--- src/rtl/controladora_pkg.sv ---
// ============================================================================
// controladora_pkg : opcode map, FSM/class encodings and mux select codes
// Rev 1.0
// ============================================================================
`default_nettype none

package controladora_pkg;

  localparam logic [4:0] OP_ADD     = 5'b00001;
  localparam logic [4:0] OP_ADDI    = 5'b00010;
  localparam logic [4:0] OP_SUB     = 5'b00011;
  localparam logic [4:0] OP_SUBI    = 5'b00100;
  localparam logic [4:0] OP_LOAD    = 5'b00101;
  localparam logic [4:0] OP_STORE   = 5'b00110;
  localparam logic [4:0] OP_IN      = 5'b00111;
  localparam logic [4:0] OP_OUT     = 5'b01000;
  localparam logic [4:0] OP_JUMP    = 5'b01001;
  localparam logic [4:0] OP_JUMPI   = 5'b01010;
  localparam logic [4:0] OP_BRANCH  = 5'b01011;
  localparam logic [4:0] OP_BRANCHI = 5'b01100;
  localparam logic [4:0] OP_LOADI   = 5'b01101;
  localparam logic [4:0] OP_MORE    = 5'b01110;
  localparam logic [4:0] OP_LESS    = 5'b01111;
  localparam logic [4:0] OP_EQUAL   = 5'b10000;
  localparam logic [4:0] OP_STOP    = 5'b11111;

  localparam int CNT_W = 4;

  typedef enum logic [2:0] {
    ST_FETCH  = 3'd0,
    ST_DECODE = 3'd1,
    ST_EXEC   = 3'd2,
    ST_MEM    = 3'd3,
    ST_WB     = 3'd4,
    ST_IO_IN  = 3'd5,
    ST_IO_OUT = 3'd6,
    ST_HALT   = 3'd7
  } state_t;

  typedef enum logic [3:0] {
    CLS_ALU     = 4'd0,
    CLS_LOAD    = 4'd1,
    CLS_STORE   = 4'd2,
    CLS_LOADI   = 4'd3,
    CLS_IN      = 4'd4,
    CLS_OUT     = 4'd5,
    CLS_JUMP    = 4'd6,
    CLS_BRANCH  = 4'd7,
    CLS_STOP    = 4'd8,
    CLS_ILLEGAL = 4'd9
  } cls_t;

  typedef enum logic [2:0] {
    ULA_ADD   = 3'b000,
    ULA_SUB   = 3'b001,
    ULA_MORE  = 3'b010,
    ULA_LESS  = 3'b011,
    ULA_EQUAL = 3'b100
  } ula_e;

  typedef enum logic [1:0] {
    WB_IN  = 2'b00,
    WB_ALU = 2'b01,
    WB_MEM = 2'b10,
    WB_IMM = 2'b11
  } wb_e;

  typedef enum logic [1:0] {
    OPB_REG = 2'b00,
    OPB_IMM = 2'b01
  } opb_e;

  typedef enum logic [1:0] {
    JT_IMM  = 2'b00,
    JT_REG  = 2'b01,
    JT_BREG = 2'b10
  } jt_e;

  typedef enum logic [1:0] {
    PC_INC = 2'b00,
    PC_TGT = 2'b01,
    PC_REG = 2'b10
  } pc_e;

endpackage

`default_nettype wire

--- src/rtl/controladora_decode.sv ---
// ============================================================================
// controladora_decode : opcode -> instruction class, ALU op and static selects
// Rev 1.0
// ============================================================================
`default_nettype none

module controladora_decode
  import controladora_pkg::*;
#(
  parameter int OPCODE_W = 5
) (
  input  logic [OPCODE_W-1:0] opcode,
  output cls_t                cls,
  output logic [2:0]          ula_op,
  output logic [1:0]          sel_wb,
  output logic [1:0]          sel_opb,
  output logic [1:0]          sel_jt
);

  // Any opcode bit above the 5-bit map makes the instruction illegal.
  logic [31:0] w_op_ext;
  logic        w_hi_zero;

  assign w_op_ext  = 32'(opcode);
  assign w_hi_zero = (w_op_ext[31:5] == 27'd0);

  always_comb begin
    cls     = CLS_ILLEGAL;
    ula_op  = ULA_ADD;
    sel_wb  = WB_IN;
    sel_opb = OPB_REG;
    sel_jt  = JT_IMM;
    if (w_hi_zero) begin
      case (w_op_ext[4:0])
        OP_ADD:     begin cls = CLS_ALU; sel_wb = WB_ALU; end
        OP_ADDI:    begin cls = CLS_ALU; sel_wb = WB_ALU; sel_opb = OPB_IMM; end
        OP_SUB:     begin cls = CLS_ALU; sel_wb = WB_ALU; ula_op = ULA_SUB; end
        OP_SUBI:    begin cls = CLS_ALU; sel_wb = WB_ALU; ula_op = ULA_SUB; sel_opb = OPB_IMM; end
        OP_MORE:    begin cls = CLS_ALU; sel_wb = WB_ALU; ula_op = ULA_MORE; end
        OP_LESS:    begin cls = CLS_ALU; sel_wb = WB_ALU; ula_op = ULA_LESS; end
        OP_EQUAL:   begin cls = CLS_ALU; sel_wb = WB_ALU; ula_op = ULA_EQUAL; end
        OP_LOAD:    begin cls = CLS_LOAD; sel_wb = WB_MEM; end
        OP_STORE:   cls = CLS_STORE;
        OP_LOADI:   begin cls = CLS_LOADI; sel_wb = WB_IMM; end
        OP_IN:      cls = CLS_IN;
        OP_OUT:     cls = CLS_OUT;
        OP_JUMP:    begin cls = CLS_JUMP; sel_jt = JT_REG; end
        OP_JUMPI:   cls = CLS_JUMP;
        OP_BRANCH:  begin cls = CLS_BRANCH; sel_jt = JT_BREG; end
        OP_BRANCHI: cls = CLS_BRANCH;
        OP_STOP:    cls = CLS_STOP;
        default:    cls = CLS_ILLEGAL;
      endcase
    end
  end

endmodule

`default_nettype wire

--- src/rtl/controladora_multiciclo.sv ---
// ============================================================================
// controladora_multiciclo : multi-cycle control FSM with memory latency and I/O handshakes
// Rev 1.0
// ============================================================================
`default_nettype none

module controladora_multiciclo
  import controladora_pkg::*;
#(
  parameter int OPCODE_W = 5,
  parameter int DATA_W   = 32,
  parameter int MEM_LAT  = 1
) (
  input  logic                clock,
  input  logic                reset_n,
  input  logic [OPCODE_W-1:0] opcode,
  input  logic [DATA_W-1:0]   reg_branch,
  input  logic                in_valid,
  input  logic                out_ready,
  output logic                ir_load,
  output logic                pc_en,
  output logic [1:0]          pc_sel,
  output logic                reg_we,
  output logic [1:0]          sel_mult01,
  output logic [1:0]          sel_mult02,
  output logic [1:0]          sel_mult03,
  output logic                mem_we,
  output logic [2:0]          ula_op,
  output logic                disp_out,
  output logic                in_ack,
  output logic                halted,
  output logic                illegal
);

  localparam logic [CNT_W-1:0] LAT_LAST = CNT_W'(MEM_LAT - 1);

  state_t            state_q, state_d;
  logic [CNT_W-1:0]  cnt_q, cnt_d;
  cls_t              cls_q, cls_d;
  logic [2:0]        ula_q, ula_d;
  logic [1:0]        wb_q, wb_d;
  logic [1:0]        opb_q, opb_d;
  logic [1:0]        jt_q, jt_d;

  cls_t              w_cls;
  logic [2:0]        w_dec_ula;
  logic [1:0]        w_dec_wb, w_dec_opb, w_dec_jt;
  logic              w_last, w_taken;

  logic              w_ir_load, w_pc_en, w_reg_we, w_mem_we;
  logic              w_disp, w_in_ack, w_halted, w_illegal;
  logic [1:0]        w_pc_sel, w_sel01, w_sel02, w_sel03;
  logic [2:0]        w_ula;

  controladora_decode #(
    .OPCODE_W (OPCODE_W)
  ) u_decode (
    .opcode  (opcode),
    .cls     (w_cls),
    .ula_op  (w_dec_ula),
    .sel_wb  (w_dec_wb),
    .sel_opb (w_dec_opb),
    .sel_jt  (w_dec_jt)
  );

  assign w_last  = (cnt_q == LAT_LAST);
  assign w_taken = (reg_branch == DATA_W'(1));

  always_comb begin
    state_d   = state_q;
    cnt_d     = cnt_q;
    cls_d     = cls_q;
    ula_d     = ula_q;
    wb_d      = wb_q;
    opb_d     = opb_q;
    jt_d      = jt_q;
    w_ir_load = 1'b0;
    w_pc_en   = 1'b0;
    w_pc_sel  = PC_INC;
    w_reg_we  = 1'b0;
    w_sel01   = 2'b00;
    w_sel02   = 2'b00;
    w_sel03   = 2'b00;
    w_mem_we  = 1'b0;
    w_ula     = ULA_ADD;
    w_disp    = 1'b0;
    w_in_ack  = 1'b0;
    w_halted  = 1'b0;
    w_illegal = 1'b0;
    case (state_q)
      ST_FETCH: begin
        w_ir_load = (cnt_q == '0);
        if (w_last) begin
          cnt_d   = '0;
          state_d = ST_DECODE;
        end else begin
          cnt_d = cnt_q + 1'b1;
        end
      end
      ST_DECODE: begin
        cls_d = w_cls;
        ula_d = w_dec_ula;
        wb_d  = w_dec_wb;
        opb_d = w_dec_opb;
        jt_d  = w_dec_jt;
        case (w_cls)
          CLS_ALU, CLS_JUMP, CLS_BRANCH: state_d = ST_EXEC;
          CLS_LOAD, CLS_STORE:           state_d = ST_MEM;
          CLS_LOADI:                     state_d = ST_WB;
          CLS_IN:                        state_d = ST_IO_IN;
          CLS_OUT:                       state_d = ST_IO_OUT;
          CLS_STOP:                      state_d = ST_HALT;
          default: begin
            w_illegal = 1'b1;
            w_pc_en   = 1'b1;
            w_pc_sel  = PC_INC;
            state_d   = ST_FETCH;
          end
        endcase
      end
      ST_EXEC: begin
        case (cls_q)
          CLS_JUMP: begin
            w_pc_en  = 1'b1;
            w_pc_sel = PC_TGT;
            w_sel03  = jt_q;
            state_d  = ST_FETCH;
          end
          CLS_BRANCH: begin
            w_pc_en  = 1'b1;
            w_pc_sel = w_taken ? PC_TGT : PC_INC;
            w_sel03  = jt_q;
            state_d  = ST_FETCH;
          end
          default: begin
            w_ula   = ula_q;
            w_sel02 = opb_q;
            state_d = ST_WB;
          end
        endcase
      end
      ST_MEM: begin
        if (cls_q == CLS_STORE) begin
          w_mem_we = (cnt_q == '0);
          w_pc_en  = w_last;
        end
        if (w_last) begin
          cnt_d   = '0;
          state_d = (cls_q == CLS_STORE) ? ST_FETCH : ST_WB;
        end else begin
          cnt_d = cnt_q + 1'b1;
        end
      end
      ST_WB: begin
        w_reg_we = 1'b1;
        w_sel01  = wb_q;
        w_pc_en  = 1'b1;
        w_pc_sel = PC_INC;
        // ALU result is written this cycle, so its operands must stay selected.
        if (cls_q == CLS_ALU) begin
          w_ula   = ula_q;
          w_sel02 = opb_q;
        end
        state_d = ST_FETCH;
      end
      ST_IO_IN: begin
        if (in_valid) begin
          w_in_ack = 1'b1;
          state_d  = ST_WB;
        end
      end
      ST_IO_OUT: begin
        w_disp  = 1'b1;
        w_sel02 = OPB_REG;
        if (out_ready) begin
          w_pc_en = 1'b1;
          state_d = ST_FETCH;
        end
      end
      ST_HALT: w_halted = 1'b1;
      default: state_d = ST_FETCH;
    endcase
  end

  always_ff @(posedge clock or negedge reset_n) begin
    if (!reset_n) begin
      state_q <= ST_FETCH;
      cnt_q   <= '0;
      cls_q   <= CLS_ILLEGAL;
      ula_q   <= 3'b000;
      wb_q    <= 2'b00;
      opb_q   <= 2'b00;
      jt_q    <= 2'b00;
    end else begin
      state_q <= state_d;
      cnt_q   <= cnt_d;
      cls_q   <= cls_d;
      ula_q   <= ula_d;
      wb_q    <= wb_d;
      opb_q   <= opb_d;
      jt_q    <= jt_d;
    end
  end

  // Reset parks the FSM in FETCH, where ir_load is the only output that could be high.
  assign ir_load    = w_ir_load & reset_n;
  assign pc_en      = w_pc_en;
  assign pc_sel     = w_pc_sel;
  assign reg_we     = w_reg_we;
  assign sel_mult01 = w_sel01;
  assign sel_mult02 = w_sel02;
  assign sel_mult03 = w_sel03;
  assign mem_we     = w_mem_we;
  assign ula_op     = w_ula;
  assign disp_out   = w_disp;
  assign in_ack     = w_in_ack;
  assign halted     = w_halted;
  assign illegal    = w_illegal;

endmodule

`default_nettype wire

--- config.mk ---
export PLATFORM = sky130hd
export DESIGN_NAME = controladora_multiciclo
export DESIGN_NICKNAME = d
export VERILOG_FILES = /design/src/rtl/controladora_pkg.sv /design/src/rtl/controladora_decode.sv /design/src/rtl/controladora_multiciclo.sv
export SDC_FILE = /design/constraint.sdc
export NUM_CORES = 1
export LEC_CHECK = 0
export BUFFER_PORTS_ARGS = -buffer_cell sky130_fd_sc_hd__buf_2
export CAP_MARGIN = 10
export CORE_AREA = 8 8 91 60
export CTS_CLUSTER_DIAMETER = 80
export CTS_CLUSTER_SIZE = 28
export DETAILED_ROUTE_END_ITERATION = 10
export DIE_AREA = 0 0 99 68
export GPL_TIMING_DRIVEN = 1
export HOLD_SLACK_MARGIN = 0.05
export PLACE_DENSITY = 0.71
export SLEW_MARGIN = 20
export SYNTH_ARGS = -nofsm -noshare
export SYNTH_HDL_FRONTEND = slang
export SYNTH_HIERARCHICAL = 1
export SYNTH_SLANG_ARGS = --single-unit
--- constraint.sdc ---
create_clock -name clock -period 2.73 [get_ports clock]
set_input_delay 0.4095 -clock clock [delete_from_list [all_inputs] [get_ports clock]]
set_output_delay 0.4095 -clock clock [all_outputs]
set_load 0.1 [all_outputs]
==> flow_summary.json <==
{
  "skew_ns": 0.00372,
  "ys.flop_type": "dfrtp_1",
  "power_density_mw_per_mm2": 817,
  "ys.warnings.count": 6,
  "setup_viol": 0,
  "power_leakage_nw": 1.03,
  "fillCellCount": 414,
  "synth_fp_nets": 224,
  "cts-root-buf": "clkbuf_8",
  "fin_area_mm2": 0.00218,
  "die_x_um": 99,
  "crit_start": "opcode[3]",
  "ys_seq_area_frac": 0.318,
  "mostFrequentLayoutCell": "buf_2",
  "post-cts-setup-buffers": 0,
  "final_antenna_net_count": 0,
  "intPower_mw": 0.938,
  "register_area_um2": 503,
  "worstReg2RegStart": "cnt_q[0]$_DFFE_PN0P_",
  "final_cell_mix": "buf_2, buf_4, dfrtp_1, mux2_2, nor2_1",
  "rsz0062_at_grt": "no",
  "path_clk_slew_ns": 0.07,
  "crit_path_end_kind": "output port",
  "globalRouteTotalUtil": 0.129,
  "multiInputGateArea_mm2": 0.00101,
  "critical_path_arrival_ns": 2.26,
  "p_clk_frac": 0.124,
  "grt_pass1_wl_um": 7090,
  "post-place-ws_ns": -0.0398,
  "avgSynthCellArea_um2": 8.74,
  "switching_share": 0.474,
  "cts_buffers": 3,
  "grt_overflow": 0,
  "core_area_mm2": 0.00426,
  "crit_required_ns": 2.32,
  "ys_async_sr_fraction": 1.00,
  "num_antenna_cells": 0,
  "power.switching_mw": 0.844,
  "grt_antenna_before_repair": 0,
  "hp-class": "input port to async pin",
  "ys_types": 54,
  "share_seq_of_total_power": 0.267,
  "max_freq_mhz": 374,
  "layout.nets": 291,
  "syn_inst": 181,
  "peakVddDrop_mv": 0.507,
  "clockBufferDepth": 2,
  "avgRoutedWirePerCell_um": 14.1,
  "placed_cell_area_mm2": 0.00211,
  "drc": 0,
  "grt_pass1_vias": 1518,
  "area_growth_pct": 37.9,
  "drt_iter0_drc": 100,
  "drv_cap": 0,
  "cp-start-kind": "input port",
  "period_minus_slack_ns": 2.67,
  "slew_violations": 0,
  "vias": 1579,
  "fin_crit_sh": 0.978,
  "ios": 60,
  "status": "finished, final reports clean",
  "path_class": "input port to output port",
  "cts_tree": "done",
  "std_cell_rows": 19,
  "vias_per_cell": 5.28,
  "portBuffers": 58,
  "clkLatencyLatePin_ns": 0.25,
  "finalHoldViolCount": 0,
  "initial_core_util": 0.372,
  "gp_congestion": 0.833,
  "drive_gt1_frac": 0.457,
  "holdWs_ns": 0.126,
  "path_max_fanout": 3,
  "dp_hpwl_um": 3420,
  "setup_ws_ns": 0.0596,
  "grt_max_degree": 21,
  "netlist_area_mm2": 0.00158,
  "first_pass_iters": 4,
  "die_h_um": 68,
  "ys_seq_elements": 20,
  "cts_sinks": 20,
  "die-area_mm2": 0.00673,
  "wl_um": 4210,
  "synth_edf_count": 0,
  "htree_levels": 1,
  "r2r_setup_slack_ns": 0.91,
  "pwr-share-comb": 0.609
}
-- worst paths after layout --
kind,end,cells past startpoint
worst min register to register,jt_q[0]$_DFFE_PN0N_,1
worst max register to register,state_q[2]$_DFFE_PN0P_,7
max in group asynchronous,cls_q[3]$_DFFE_PN1N_,2
worst min-delay path,state_q[2]$_DFFE_PN0P_,2
min in group clock,jt_q[0]$_DFFE_PN0N_,1
worst max-delay path,pc_en,8
-- cells in the mapped netlist, types with 2 or more instances --
cell | number | area share
and2_1 | 12 | 0.047
conb_1 | 2 | 0.0047
ha_1 | 2 | 0.016
or3_1 | 3 | 0.012
dfrtp_1 | 18 | 0.28
and4b_1 | 2 | 0.013
nor4_1 | 9 | 0.036
a211oi_1 | 2 | 0.0095
and3_1 | 3 | 0.012
xor2_1 | 2 | 0.011
a21oi_1 | 6 | 0.019
mux2_2 | 14 | 0.10
xnor2_1 | 2 | 0.011
buf_6 | 2 | 0.014
clkbuf_1 | 2 | 0.0047
clkbuf_2 | 2 | 0.0063
o22ai_1 | 2 | 0.0079
nor3b_1 | 2 | 0.0095
nor4b_1 | 2 | 0.011
inv_1 | 6 | 0.014
nand3_1 | 2 | 0.0063
or3b_1 | 3 | 0.017
nand2b_1 | 2 | 0.0079
dfstp_2 | 2 | 0.033
nor2b_1 | 4 | 0.016
nor3_1 | 6 | 0.019
nand3b_1 | 2 | 0.0095
nand4_1 | 2 | 0.0079
buf_2 | 6 | 0.019
nand2_1 | 9 | 0.021
o21ai_0 | 8 | 0.025
buf_4 | 3 | 0.014
and4_1 | 2 | 0.011
nor2_1 | 14 | 0.033
o31ai_1 | 2 | 0.0095
-- critical path: stages --
cell	delay, ns
buf_2	0.13
or3_1	0.37
a21boi_1	0.18
nor4_2	0.06
or3_1	0.37
and3_4	0.19
or3_4	0.31
buf_4	0.24
-- stage by stage --
stage / setup TNS [ns] / total power [mW] / cells / util
after global routing: 0 / 1.89 / 299 / 0.512
after CTS: 0 / 1.79 / 299 / 0.510
after floorplan: 0 / 1.30 / 181 / -
after detailed placement: -0.0398 / 1.56 / 295 / 0.497
after global placement: -0.0149 / 1.54 / 295 / 0.497
final: 0 / 1.78 / 299 / 0.512
-- flip-flops by register name, indices dropped and copies added, names as in the netlist --
name     flops
opb_q        2
ula_q        3
state_q      3
wb_q         2
jt_q         2
cnt_q        4
cls_q        4
-- logic make-up after synthesis --
family,synth area share
adders and majority gates,0.0158
AOI/OAI and AO/OA,0.151
buffers and inverters,0.0728
other,0.00475
DFF,0.318
and+or+nand+nor,0.316
xor gates and xnor gates,0.0222
muxes,0.0997
-- per-layer routing --
layer | share of wire | GRT usage | wire [um] | vias to the layer above
li1 | - | - | - | 782
met1 | 0.47 | 0.161 | 2000 | 726
met5 | 0 | 0 | 0 | -
met4 | 0.0057 | 0.0247 | 24 | 0
met3 | 0.13 | 0.0711 | 537 | 4
met2 | 0.39 | 0.193 | 1650 | 67
-- cell type report --
| type | instances | share of cell area |
|---|---|---|
| Sequential cell | 20 | 0.231 |
| Clock buffer | 4 | 0.0252 |
| Tap cell | 52 | 0.0298 |
| Inverter | 6 | 0.0103 |
| Timing Repair Buffer | 77 | 0.241 |
| Multi-Input combinational cell | 140 | 0.463 |
-- power groups by stage --
stage                     clock, mW  combinational (mW)  sequential [mW]
after floorplan                   0               0.854            0.445
after global placement            0                1.07            0.476
after detailed placement          0                1.08            0.482
after CTS                     0.225                1.09            0.476
after global routing          0.242                1.16            0.493
final                         0.221                1.09            0.476
-- what timing repair did --
item                                    CTS  global route
endpoints found under the setup margin    1             1
hold buffers                              0             0
gates resized for setup                   1             2
Power figures use the tool's default switching activity.
